### src/rtl/arm_pkg.sv
// Shared encoding constants and types for the instruction encoder/loader.
package arm_pkg;

  typedef enum logic [2:0] {
    DT_DP_REG = 3'd0,
    DT_DP_IMM = 3'd1,
    DT_MUL    = 3'd2,
    DT_MEM    = 3'd3,
    DT_B      = 3'd4,
    DT_BX     = 3'd5
  } desc_type_t;

  typedef enum logic [1:0] {
    ST_IDLE  = 2'd0,
    ST_WRITE = 2'd1,
    ST_FULL  = 2'd2
  } state_t;

  localparam logic [1:0]  OP_DP      = 2'b00;
  localparam logic [1:0]  OP_MEM     = 2'b01;
  localparam logic [1:0]  OP_BR      = 2'b10;
  localparam logic [23:0] BX_CONST   = 24'h12FFF1;
  localparam logic [3:0]  MUL_MARKER = 4'b1001;

endpackage

### src/rtl/instr_encoder_loader_if.sv
// Descriptor channel between the program source and the loader.
interface instr_encoder_loader_if #(
  parameter int unsigned ADDR_W = 6
);
  logic              desc_valid;
  logic              desc_ready;
  logic [2:0]        desc_type;
  logic [3:0]        cond;
  logic [3:0]        cmd;
  logic              s;
  logic [3:0]        rd;
  logic [3:0]        rn;
  logic [3:0]        rm;
  logic [3:0]        ra;
  logic [11:0]       imm12;
  logic [4:0]        mem_flags;
  logic              mem_reg;
  logic              link;
  logic [ADDR_W-1:0] target;

  modport master (
    output desc_valid, desc_type, cond, cmd, s, rd, rn, rm, ra,
           imm12, mem_flags, mem_reg, link, target,
    input  desc_ready
  );

  modport slave (
    input  desc_valid, desc_type, cond, cmd, s, rd, rn, rm, ra,
           imm12, mem_flags, mem_reg, link, target,
    output desc_ready
  );
endinterface

### src/rtl/instr_field_encoder.sv
// Combinational descriptor-to-ARM-word encoder; pc is the word address being written.
module instr_field_encoder
  import arm_pkg::*;
#(
  parameter int unsigned ADDR_W = 6
) (
  input  logic [2:0]        i_desc_type,
  input  logic [3:0]        i_cond,
  input  logic [3:0]        i_cmd,
  input  logic              i_s,
  input  logic [3:0]        i_rd,
  input  logic [3:0]        i_rn,
  input  logic [3:0]        i_rm,
  input  logic [3:0]        i_ra,
  input  logic [11:0]       i_imm12,
  input  logic [4:0]        i_mem_flags,
  input  logic              i_mem_reg,
  input  logic              i_link,
  input  logic [ADDR_W-1:0] i_target,
  input  logic [ADDR_W:0]   i_pc,
  output logic [31:0]       o_word_c,
  output logic              o_type_ok_c,
  output logic              o_range_err_c
);

  // Branch offset relative to PC+8, i.e. two words past the write address.
  logic [31:0] w_off;
  assign w_off = 32'(i_target) - 32'(i_pc) - 32'd2;

  // Field placement per instruction class.
  always_comb begin
    o_word_c      = '0;
    o_type_ok_c   = 1'b1;
    o_range_err_c = 1'b0;
    case (i_desc_type)
      DT_DP_REG: o_word_c = {i_cond, OP_DP, 1'b0, i_cmd, i_s, i_rn, i_rd, 8'h00, i_rm};
      DT_DP_IMM: o_word_c = {i_cond, OP_DP, 1'b1, i_cmd, i_s, i_rn, i_rd, i_imm12};
      DT_MUL:    o_word_c = {i_cond, 4'b0000, i_cmd[2:0], i_s, i_rd, i_ra, i_rm,
                             MUL_MARKER, i_rn};
      DT_MEM:    o_word_c = {i_cond, OP_MEM, i_mem_reg, i_mem_flags, i_rn, i_rd,
                             (i_mem_reg ? {8'h00, i_rm} : i_imm12)};
      DT_B: begin
        o_word_c      = {i_cond, OP_BR, 1'b1, i_link, w_off[23:0]};
        o_range_err_c = (w_off[31:23] != 9'h000) && (w_off[31:23] != 9'h1FF);
      end
      DT_BX:     o_word_c = {i_cond, BX_CONST, i_rm};
      default:   o_type_ok_c = 1'b0;
    endcase
  end

endmodule

### src/rtl/instr_encoder_loader.sv
// Accepts instruction descriptors, encodes them and writes them sequentially into imem.
module instr_encoder_loader
  import arm_pkg::*;
#(
  parameter int unsigned DEPTH  = 64,
  parameter int unsigned ADDR_W = 6
) (
  input  logic                clk,
  input  logic                reset,
  input  logic                clear,
  instr_encoder_loader_if.slave desc,
  output logic                imem_we,
  output logic [ADDR_W-1:0]   imem_addr,
  output logic [31:0]         imem_wdata,
  output logic [ADDR_W:0]     count,
  output logic                full,
  output logic                err
);

  localparam int unsigned      CNT_W     = ADDR_W + 1;
  localparam logic [CNT_W-1:0] DEPTH_CNT = CNT_W'(DEPTH);

  state_t              r_state;
  logic                r_ready;
  logic                r_we;
  logic [ADDR_W-1:0]   r_addr;
  logic [31:0]         r_wdata;
  logic [CNT_W-1:0]    r_count;
  logic                r_full;
  logic                r_err;

  logic [31:0]         w_word;
  logic                w_type_ok;
  logic                w_range_err;
  logic                w_accept;
  logic [CNT_W-1:0]    w_count_inc;

  assign w_accept    = desc.desc_valid && r_ready && (r_state == ST_IDLE);
  assign w_count_inc = r_count + CNT_W'(1);

  instr_field_encoder #(.ADDR_W(ADDR_W)) u_enc (
    .i_desc_type   (desc.desc_type),
    .i_cond        (desc.cond),
    .i_cmd         (desc.cmd),
    .i_s           (desc.s),
    .i_rd          (desc.rd),
    .i_rn          (desc.rn),
    .i_rm          (desc.rm),
    .i_ra          (desc.ra),
    .i_imm12       (desc.imm12),
    .i_mem_flags   (desc.mem_flags),
    .i_mem_reg     (desc.mem_reg),
    .i_link        (desc.link),
    .i_target      (desc.target),
    .i_pc          (r_count),
    .o_word_c      (w_word),
    .o_type_ok_c   (w_type_ok),
    .o_range_err_c (w_range_err)
  );

  // Loader FSM with counter and registered imem port; clear outranks an accept.
  always_ff @(posedge clk) begin
    if (reset) begin
      r_state <= ST_IDLE;
      r_ready <= 1'b0;
      r_we    <= 1'b0;
      r_addr  <= '0;
      r_wdata <= '0;
      r_count <= '0;
      r_full  <= 1'b0;
      r_err   <= 1'b0;
    end else if (clear) begin
      r_state <= ST_IDLE;
      r_ready <= 1'b1;
      r_we    <= 1'b0;
      r_count <= '0;
      r_full  <= 1'b0;
      r_err   <= 1'b0;
    end else begin
      case (r_state)
        ST_IDLE: begin
          r_we    <= 1'b0;
          r_ready <= 1'b1;
          if (w_accept) begin
            if (w_type_ok) begin
              r_wdata <= w_word;
              r_addr  <= r_count[ADDR_W-1:0];
              r_we    <= 1'b1;
              r_ready <= 1'b0;
              r_err   <= r_err | w_range_err;
              r_state <= ST_WRITE;
            end else begin
              r_err   <= 1'b1;
            end
          end
        end
        ST_WRITE: begin
          r_we    <= 1'b0;
          r_count <= w_count_inc;
          if (w_count_inc == DEPTH_CNT) begin
            r_state <= ST_FULL;
            r_full  <= 1'b1;
            r_ready <= 1'b0;
          end else begin
            r_state <= ST_IDLE;
            r_ready <= 1'b1;
          end
        end
        ST_FULL: begin
          r_we    <= 1'b0;
          r_ready <= 1'b0;
          r_full  <= 1'b1;
        end
        default: begin
          r_state <= ST_IDLE;
          r_we    <= 1'b0;
          r_ready <= 1'b1;
        end
      endcase
    end
  end

  assign desc.desc_ready = r_ready;
  assign imem_we         = r_we;
  assign imem_addr       = r_addr;
  assign imem_wdata      = r_wdata;
  assign count           = r_count;
  assign full            = r_full;
  assign err             = r_err;

endmodule
### src/flat_wrapper.sv
// flat-port wrapper written by rule: the top's interface ports become plain ports
module instr_encoder_loader_flat import arm_pkg::*;
#(
  parameter int unsigned DEPTH  = 64,
  parameter int unsigned ADDR_W = 6
)
  (clk, reset, clear, imem_we, imem_addr, imem_wdata, count, full, err, desc_desc_valid, desc_desc_type, desc_cond, desc_cmd, desc_s, desc_rd, desc_rn, desc_rm, desc_ra, desc_imm12, desc_mem_flags, desc_mem_reg, desc_link, desc_target, desc_desc_ready);
  instr_encoder_loader_if #(.ADDR_W(ADDR_W)) desc_i ();
  input  logic clk;
  input  logic reset;
  input  logic clear;
  output logic imem_we;
  output logic [ADDR_W-1:0] imem_addr;
  output logic [31:0] imem_wdata;
  output logic [ADDR_W:0] count;
  output logic full;
  output logic err;
  input wire logic [$bits(desc_i.desc_valid)-1:0] desc_desc_valid;
  input wire logic [$bits(desc_i.desc_type)-1:0] desc_desc_type;
  input wire logic [$bits(desc_i.cond)-1:0] desc_cond;
  input wire logic [$bits(desc_i.cmd)-1:0] desc_cmd;
  input wire logic [$bits(desc_i.s)-1:0] desc_s;
  input wire logic [$bits(desc_i.rd)-1:0] desc_rd;
  input wire logic [$bits(desc_i.rn)-1:0] desc_rn;
  input wire logic [$bits(desc_i.rm)-1:0] desc_rm;
  input wire logic [$bits(desc_i.ra)-1:0] desc_ra;
  input wire logic [$bits(desc_i.imm12)-1:0] desc_imm12;
  input wire logic [$bits(desc_i.mem_flags)-1:0] desc_mem_flags;
  input wire logic [$bits(desc_i.mem_reg)-1:0] desc_mem_reg;
  input wire logic [$bits(desc_i.link)-1:0] desc_link;
  input wire logic [$bits(desc_i.target)-1:0] desc_target;
  output wire logic [$bits(desc_i.desc_ready)-1:0] desc_desc_ready;
  assign desc_i.desc_valid = desc_desc_valid;
  assign desc_i.desc_type = desc_desc_type;
  assign desc_i.cond = desc_cond;
  assign desc_i.cmd = desc_cmd;
  assign desc_i.s = desc_s;
  assign desc_i.rd = desc_rd;
  assign desc_i.rn = desc_rn;
  assign desc_i.rm = desc_rm;
  assign desc_i.ra = desc_ra;
  assign desc_i.imm12 = desc_imm12;
  assign desc_i.mem_flags = desc_mem_flags;
  assign desc_i.mem_reg = desc_mem_reg;
  assign desc_i.link = desc_link;
  assign desc_i.target = desc_target;
  assign desc_desc_ready = desc_i.desc_ready;
  instr_encoder_loader #(.DEPTH(DEPTH), .ADDR_W(ADDR_W)) u_core (.clk(clk), .reset(reset), .clear(clear), .desc(desc_i), .imem_we(imem_we), .imem_addr(imem_addr), .imem_wdata(imem_wdata), .count(count), .full(full), .err(err));
endmodule
### config.mk
export PLATFORM = sky130hd
export DESIGN_NAME = instr_encoder_loader_flat
export DESIGN_NICKNAME = d
export VERILOG_FILES = /design/src/rtl/arm_pkg.sv /design/src/rtl/instr_encoder_loader_if.sv /design/src/rtl/instr_field_encoder.sv /design/src/rtl/instr_encoder_loader.sv /design/src/flat_wrapper.sv
export SDC_FILE = /design/constraint.sdc
export NUM_CORES = 1
export LEC_CHECK = 0
export CAP_MARGIN = 30
export CELL_PAD_IN_SITES_DETAIL_PLACEMENT = 0
export CELL_PAD_IN_SITES_GLOBAL_PLACEMENT = 1
export CORE_MARGIN = 2
export CORE_UTILIZATION = 29
export CTS_CLUSTER_DIAMETER = 60
export DETAILED_ROUTE_END_ITERATION = 12
export GPL_TIMING_DRIVEN = 1
export HOLD_SLACK_MARGIN = 0.1
export PLACE_DENSITY_LB_ADDON = 0.1
export SLEW_MARGIN = 20
export SYNTH_ARGS = -nofsm -noshare
export SYNTH_HDL_FRONTEND = slang
export SYNTH_SLANG_ARGS = --single-unit
### constraint.sdc
create_clock -name clk -period 3.9 [get_ports clk]
set_input_delay 0.975 -clock clk [delete_from_list [all_inputs] [get_ports clk]]
set_output_delay 0.975 -clock clk [all_outputs]
set_load 0.02 [all_outputs]
==> results of run 1 <==
==> worst max-delay path, delay by kind of cell <==
family,cells,cell delay [ns]
AOI/OAI and AO/OA,5,0.59
adders and majority gates,2,0.46
buffers and inverters,2,0.67
and+or+nand+nor,7,1.28
==> registers in the layout, indices dropped and copies added (netlist names) <==
register and cells:
u_core.full 1, u_core.imem_we 1, u_core.count 7, u_core.desc.desc_ready 1
u_core.r_state 2, u_core.imem_addr 6, u_core.imem_wdata 32, u_core.err 1
==> placed cells by master (no fill, tap or decap), types with 2 or more instances in the layout <==
master and count:
o221a_2 4, o21ai_0 15, dfxtp_1 51, buf_4 37, and2_1 2, a311oi_1 3
nand4_1 2, or3_1 4, xnor2_1 8, nor3_2 3, and3_1 3, nand3b_1 2
a222oi_1 5, inv_1 16, ha_1 14, nor3_1 13, clkbuf_8 5, nand3_1 5
clkdlybuf4s50_1 105, o21a_1 2, a21oi_4 2, nor2b_1 2, a21oi_2 3, nor3b_1 2
o21ai_1 2, a21oi_1 32, nor2_1 49, a211oi_2 2, a221oi_1 4, o22ai_1 2
a211oi_1 6, nand2_1 46, mux2i_1 13
==> per-stage QoR <==
step / instances / util (%) / total power (uW) / worst slack, ns
5_1_grt: 627 / 45.83 / 1255 / 0.00006795
2_1_floorplan: 361 / - / 701.5 / 0.1059
4_1_cts: 625 / 45.22 / 1201 / 0.06651
6_report: 627 / 45.83 / 1196 / 0.1543
3_5_place_dp: 617 / 44.24 / 857.2 / -0.2626
3_3_place_gp: 617 / 44.24 / 856.6 / -0.1979
==> power breakdown <==
part           switching (uW)  internal (uW)  leakage (uW)
registers                8.58            536      0.000414
clock network             210            134     0.0000467
logic                     149            159       0.00119
==> final timing paths <==
check / from / endpoint / cells past startpoint
min: u_core.imem_addr[3]$_SDFFE_PP0P_ / u_core.imem_addr[3]$_SDFFE_PP0P_ / 2
min reg2reg: u_core.imem_addr[3]$_SDFFE_PP0P_ / u_core.imem_addr[3]$_SDFFE_PP0P_ / 2
max reg2reg: u_core.count[4]$_SDFFE_PP0P_ / u_core.err$_SDFFE_PP0P_ / 15
max: desc_target[2] / u_core.err$_SDFFE_PP0P_ / 16
==> cell families (layout without fill, tap and decap cells) <==
| kind of cell | after synthesis | count (layout) |
|---|---|---|
| simple gates | 143 | 143 |
| compound gates | 95 | 95 |
| flops | 51 | 51 |
| buf+inv | 33 | 166 |
| fa+ha+maj | 16 | 16 |
| mux | 13 | 13 |
| xor+xnor | 10 | 10 |
==> what timing repair did <==
| action | in CTS | in global routing |
|---|---|---|
| resized for setup | 0 | 8 |
| setup endpoints to repair | 0 | 4 |
| buffers inserted | 0 | 2 |
==> per-layer routing <==
metal / part of all wire [%] / track usage, % / vias up
li1: - / - / 1559
met1: 47 / 24.61 / 1454
met2: 46 / 29.18 / 76
met3: 5.9 / 4.055 / 6
met4: 0.77 / 4.095 / 0
met5: 0 / 0 / -
==> cell type report <==
class | instances | area, um2
Clock buffer | 5 | 68.82
Clock inverter | 3 | 27.53
Fill cell | 1064 | 5319
Inverter | 16 | 60.06
Multi-Input combinational cell | 277 | 1828
Sequential cell | 51 | 1021
Tap cell | 133 | 166.4
Timing Repair Buffer | 142 | 1329
==> results.txt, run 1 <==
kind of critical path: in -> reg
Critical Path AT: 3.96 ns
transition time at the pin with the least slew margin: 0.6974 ns
prevailing post-synth register cell: dfxtp_1
TritonCTS Sinks: 51
DRC violation total after the first TritonRoute iteration: 133
cell area after layout: 4501 um2
WL/cell: 15.94 um
kind of start point of the critical path: input port
overall via count from detail_route: 3,095
number of global-route vias before repair: 3,078
cell type with the highest occurrence count on the critical path: nand2_1
cts hold-fix bufs: 0
share of synthesized area occupied by flip-flops and latches: 34.75%
Synth Cell Area: 2938 um2
sequence of cells on the critical path: clkdlybuf4s50_1 -> ha_4 -> a21oi_4 -> a21oi_2 -> or3_1 -> and2_2 -> nor3b_4 -> buf_4 -> nand2_1 -> ha_1 -> nor4_2 -> nand2_1 -> o21ai_0 -> o21ai_1 -> a21oi_1 -> nor2_1
max-capacitance violation count: 0
total number of yosys warnings: 0
cell type with the largest total area after synthesis: dfxtp_1
half-perimeter wire length after placement: 7.691 mm
n_diodes: 0
remaining max-slew budget at the tightest pin: 53.40%
die area: 10,950 um2
final critical-path share of the clock period: 96.04%
crit path time final: 3.746 ns
H-tree depth: 2
layout cells sized above 1: 14.98%
CTS Buf Count: 5
cell at the slowest stage of the critical path: clkdlybuf4s50_1
buffer levels on the longest clock path: 2
insertion delay of the later-clocked pin in the worst-skew pair: 0.32 ns
first-pass GRT wire length: 15.89 mm
die height: 104.7 um
fraction of synthesized area in multiplexers: 4.429%
Residual DRC: 0
I/O pin count: 106
number of port buffers: 105
detail-routed via count per cell: 4.936
Max IR drop VDD: 0.1654 mV
number of nets in the final layout: 566
Setup TNS: 0 ns
Mapped Nets: 434
unrepaired setup endpoints after global routing: no
power per cell area: 265.7 nW/um2
Die W: 104.7 um
Area Growth Syn to Fin: 53.19%
number of nets still failing antenna checks after routing: 0
endpoint type of the worst setup path: register
clock-pin slew of the registers on the worst-case setup and hold paths: 0.11 ns
status: finished clean
Synth Area in XOR/XNOR: 3.450%
count leader, synth: dfxtp_1
Area after DPL: 4344 um2
Placer Congestion: 0.8061
global-route usage over all layers: 18.07%
mean cell area of the mapped netlist: 8.138 um2
achievable frequency: 0.2670 GHz
list of most frequent post-synthesis cells: dfxtp_1, nor2_1, nand2_1
kind of path behind the tightest hold check: reg -> reg
endpoints failing hold: 0
Worst Clk Skew: 0.003239 ns
number of placement rows: 36
Clock Tree Root: clkbuf_8
Worst Path Max Fanout: 5
final WL: 9.992 mm
critical path's largest stage delay: 0.51 ns
count of different cell masters after synthesis: 55
portion of synthesized cell area occupied by the leading cell type: 34.75%
area of the core: 9819 um2
Static Leak: 0.001652 uW
proportion of register bits with asynchronous set or reset after synthesis: 0%
CTS tree: done
required time at the worst-slack endpoint: 4.11 ns
largest net degree at the start of global routing: 33
setup slack on the worst flop-to-flop path: 0.66 ns
final setup vio count: 0
cells taking the most area after synthesis: dfxtp_1, ha_1, nor2_1
EDFF count, synth: 0
router iterations before antenna repair: 7
worst hold-check slack: 0.4602 ns
cells after synthesis: 361
sum of overflow across all layers after global routing: 0
initial standard-cell utilization of the core: 29.92%
adder-cell share of the synthesized area: 7.070%
dominant combinational cell family by area after synthesis: simple AND/OR/NAND/NOR gates
Seq cells post-synth: 51
compound-gate portion of the synthesized area: 22.57%
Post-Synth Simple-Gate Area: 22.91%
antenna violations before repair: 0
max-slew violation total from the final report: 0
Power figures use the tool's default switching activity.
==> run 2, diff against run 1 <==
--- a/config.mk
+++ b/config.mk
@@ -9,7 +9,7 @@
 export CELL_PAD_IN_SITES_DETAIL_PLACEMENT = 0
 export CELL_PAD_IN_SITES_GLOBAL_PLACEMENT = 1
 export CORE_MARGIN = 2
-export CORE_UTILIZATION = 29
+export CORE_UTILIZATION = 28
 export CTS_CLUSTER_DIAMETER = 60
 export DETAILED_ROUTE_END_ITERATION = 12
 export GPL_TIMING_DRIVEN = 1
@@ -18,4 +18,5 @@
 export SLEW_MARGIN = 20
 export SYNTH_ARGS = -nofsm -noshare
 export SYNTH_HDL_FRONTEND = slang
+export SYNTH_HIERARCHICAL = 1
 export SYNTH_SLANG_ARGS = --single-unit
==> results.txt, run 2 <==
final critical-path share of the clock period: 91.65% (-4.4 points)
remaining max-slew budget at the tightest pin: 44.91% (-8.5 points)
status: finished clean
number of placement rows: 37 (+2.8%)
Max IR drop VDD: 0.1630 mV (-1.4%)
Setup TNS: 0 ns (unchanged)
n_diodes: 0 (unchanged)
setup slack on the worst flop-to-flop path: 0.81 ns (+0.15 ns)
cell type with the highest occurrence count on the critical path: inv_1
Die W: 107.2 um (+2.4%)
list of most frequent post-synthesis cells: nand2_1, dfxtp_1, a21oi_1
global-route usage over all layers: 17.74% (-0.33 points)
number of nets in the final layout: 573 (+1.2%)
Worst R2R Path Depth: 12 (-3)
max-slew violation total from the final report: 0 (unchanged)
Critical Path AT: 3.82 ns (-0.14 ns)
clock-pin slew of the registers on the worst-case setup and hold paths: 0.11 ns (about the same)
achievable frequency: 0.2798 GHz (+4.8%)
family with the most delay on the worst path: simple AND/OR/NAND/NOR gates
Final Total Pwr: 1121 uW (-6.2%)
total number of yosys warnings: 6 (+6)
cells after synthesis: 410 (+14%)
Worst Path Max Fanout: 3 (-2)
worst flop-to-flop path endpoint: u_core/imem_wdata[7]$_SDFFE_PP0P_
power per cell area: 263.5 nW/um2 (-0.82%)
CTS tree: done
multi-input logic area: 1770 um2 (-3.1%)
top library cells by usage in the layout, fill and taps aside: clkdlybuf4s50_1, nand2_1, dfxtp_1
Area after DPL: 4159 um2 (-4.3%)
sequence of cells on the critical path: clkdlybuf4s50_1 -> inv_1 -> ha_1 -> inv_1 -> fa_1 -> xor2_1 -> inv_1 -> ha_1 -> nor4b_1 -> o221ai_1 -> or4_1 -> o211ai_1 -> nand2_1 -> a21oi_1
die height: 107.2 um (+2.4%)
area of the core: 10,320 um2 (+5.1%)
leading cell type in the layout, fill and taps excluded: clkdlybuf4s50_1
number of port buffers: 105 (unchanged)
insertion delay of the later-clocked pin in the worst-skew pair: 0.32 ns (about the same)
final setup vio count: 0 (unchanged)
Residual DRC: 0 (unchanged)
Seq cells post-synth: 51 (unchanged)
endpoints failing hold: 0 (unchanged)
cell at the slowest stage of the critical path: fa_1
final WL: 9.923 mm (-0.69%)
cell area after layout: 4257 um2 (-5.4%)
unrepaired setup endpoints after global routing: no
source of the worst register-to-register timing path: u_core/count[0]$_SDFFE_PP0N_
flip-flop count of the largest register, all copies and words added: 32 (unchanged)
kind of start point of the critical path: input port
DRC violation total after the first TritonRoute iteration: 90 (-32%)
kind of critical path: in -> reg
kind of path behind the tightest hold check: reg -> reg
sequential standard cell area: 1021 um2 (unchanged)
capture point of the worst path: u_core/imem_wdata[7]$_SDFFE_PP0P_
antenna violations before repair: 0 (unchanged)
router iterations before antenna repair: 4 (-3)
number of global-route vias before repair: 3,197 (+3.9%)
cts hold-fix bufs: 0 (unchanged)
EDFF count, synth: 0 (unchanged)
count leader, synth: nand2_1
Clock Tree Root: clkbuf_8
cell type with the largest total area after synthesis: dfxtp_1
detail-routed via count per cell: 4.905 (-0.63%)
required time at the worst-slack endpoint: 4.15 ns (+0.04 ns)
Worst Clk Skew: 0.01588 ns (+0.01264 ns)
transition time at the pin with the least slew margin: 0.8263 ns (+0.1290 ns)
buffer levels on the longest clock path: 2 (unchanged)
largest net degree at the start of global routing: 43 (+30%)
share of synthesized area occupied by flip-flops and latches: 34.26% (-0.50 points)
count of different cell masters after synthesis: 56 (+1.8%)
endpoint type of the worst setup path: register
proportion of register bits with asynchronous set or reset after synthesis: 0% (unchanged)
I/O pin count: 106 (unchanged)
Static Leak: 0.001503 uW (-9.0%)
portion of synthesized cell area occupied by the leading cell type: 34.26% (-0.50 points)
Synth Cell Area: 2980 um2 (+1.4%)
Mapped Nets: 476 (+9.7%)
die area: 11,490 um2 (+4.9%)
WP buf/inv: 4 (+2)
start point of the critical path: desc_target[0]
mean cell area of the mapped netlist: 7.269 um2 (-11%)
number of nets still failing antenna checks after routing: 0 (unchanged)
max-capacitance violation count: 0 (unchanged)
initial standard-cell utilization of the core: 28.87% (-1.0 points)
Placer Congestion: 0.7757 (-3.8%)
cells taking the most area after synthesis: dfxtp_1, nand2_1, a21oi_1
path length in cells of the critical path: 14 (-2)
H-tree depth: 2 (unchanged)
critical path's largest stage delay: 0.42 ns (-0.09 ns)
sum of overflow across all layers after global routing: 0 (unchanged)
post-CTS setup buffer count: 0 (unchanged)
TritonCTS Sinks: 51 (unchanged)
first-pass GRT wire length: 16.27 mm (+2.4%)
WL/cell: 15.41 um (-3.3%)
CTS resizes: 0 (unchanged)
CTS Buf Count: 5 (unchanged)
Area Growth Syn to Fin: 42.82%
prevailing post-synth register cell: dfxtp_1
fill cell count: 1,122 (+5.5%)
layout cells sized above 1: 5.118% (-9.9 points)
crit path time final: 3.574 ns (-0.1713 ns)
half-perimeter wire length after placement: 7.548 mm (-1.9%)
overall via count from detail_route: 3,159 (+2.1%)
[run 2: how the worst min path moves through the flow]
stage | depth (start not counted) | slack, ns | to | from
detailed placement | 2 | 0.45 | u_core/imem_wdata[13]$_SDFFE_PP0P_ | u_core/imem_wdata[13]$_SDFFE_PP0P_
floorplan | 3 | 0.51 | u_core/r_state[1]$_SDFFE_PP0P_ | u_core/r_state[0]$_SDFFE_PP0P_
global placement | 2 | 0.44 | u_core/imem_wdata[13]$_SDFFE_PP0P_ | u_core/imem_wdata[13]$_SDFFE_PP0P_
global route | 2 | 0.48 | u_core/imem_wdata[13]$_SDFFE_PP0P_ | u_core/imem_wdata[13]$_SDFFE_PP0P_
finish | 2 | 0.45 | u_core/imem_wdata[13]$_SDFFE_PP0P_ | u_core/imem_wdata[13]$_SDFFE_PP0P_
CTS | 2 | 0.46 | u_core/imem_wdata[13]$_SDFFE_PP0P_ | u_core/imem_wdata[13]$_SDFFE_PP0P_
[run 2: per-stage QoR]
| stage | hold WS, ns | instances | setup slack (ns) | util [%] |
|---|---|---|---|---|
| 3_5_place_dp | 0.4454 | 636 | 0.03036 | 40.29 |
| 6_report | 0.4550 | 644 | 0.3257 | 41.23 |
| 4_1_cts | 0.4605 | 644 | 0.3516 | 41.23 |
| 2_1_floorplan | 0.5092 | 410 | 0.6467 | - |
| 5_1_grt | 0.4760 | 644 | 0.05616 | 41.23 |
| 3_3_place_gp | 0.4436 | 636 | 0.08182 | 40.29 |
[run 2: area by class of cell]
type | instances | share of cell area, %
timing repair buffer | 118 | 26.98
tap | 136 | 3.998
sequential | 51 | 23.99
inverter | 13 | 1.146
multi-input combinational | 318 | 41.59
clock inverter | 3 | 0.6761
clock buffer | 5 | 1.617
[run 2: worst register-to-register path: stages (launching register included)]
cell and delay [ns]:
dfxtp_1 0.55, ha_1 0.24, inv_1 0.05, fa_1 0.42, xor2_1 0.21, inv_1 0.07
ha_1 0.17, nor4b_1 0.38, o221ai_1 0.19, or4_1 0.42, o211ai_1 0.11, nand2_1 0.07
a21oi_1 0.14
[run 2: routing by layer]
| layer | global-route usage [%] | part of all wire [%] | up-vias |
|---|---|---|---|
| li1 | - | - | 1607 |
| met1 | 22.82 | 46 | 1483 |
| met2 | 31.37 | 50 | 63 |
| met3 | 2.675 | 3.9 | 6 |
| met4 | 3.525 | 0.86 | 0 |
| met5 | 0 | 0 | - |
[run 2: report_power, final]
group	leakage, uW	switching (uW)	internal [uW]
clock network	0.0000502	203	134
logic	0.00104	127	123
registers	0.000412	4.90	530
[run 2: cells by family after synthesis]
logic type | count (synthesis) | share of synthesized area [%]
buf+inv | 41 | 6.339
mux | 4 | 1.343
compound gates | 117 | 24.22
fa+ha+maj | 9 | 4.030
simple gates | 177 | 26.74
xor+xnor | 10 | 2.939
flops | 51 | 34.26
other cells | 1 | 0.1258
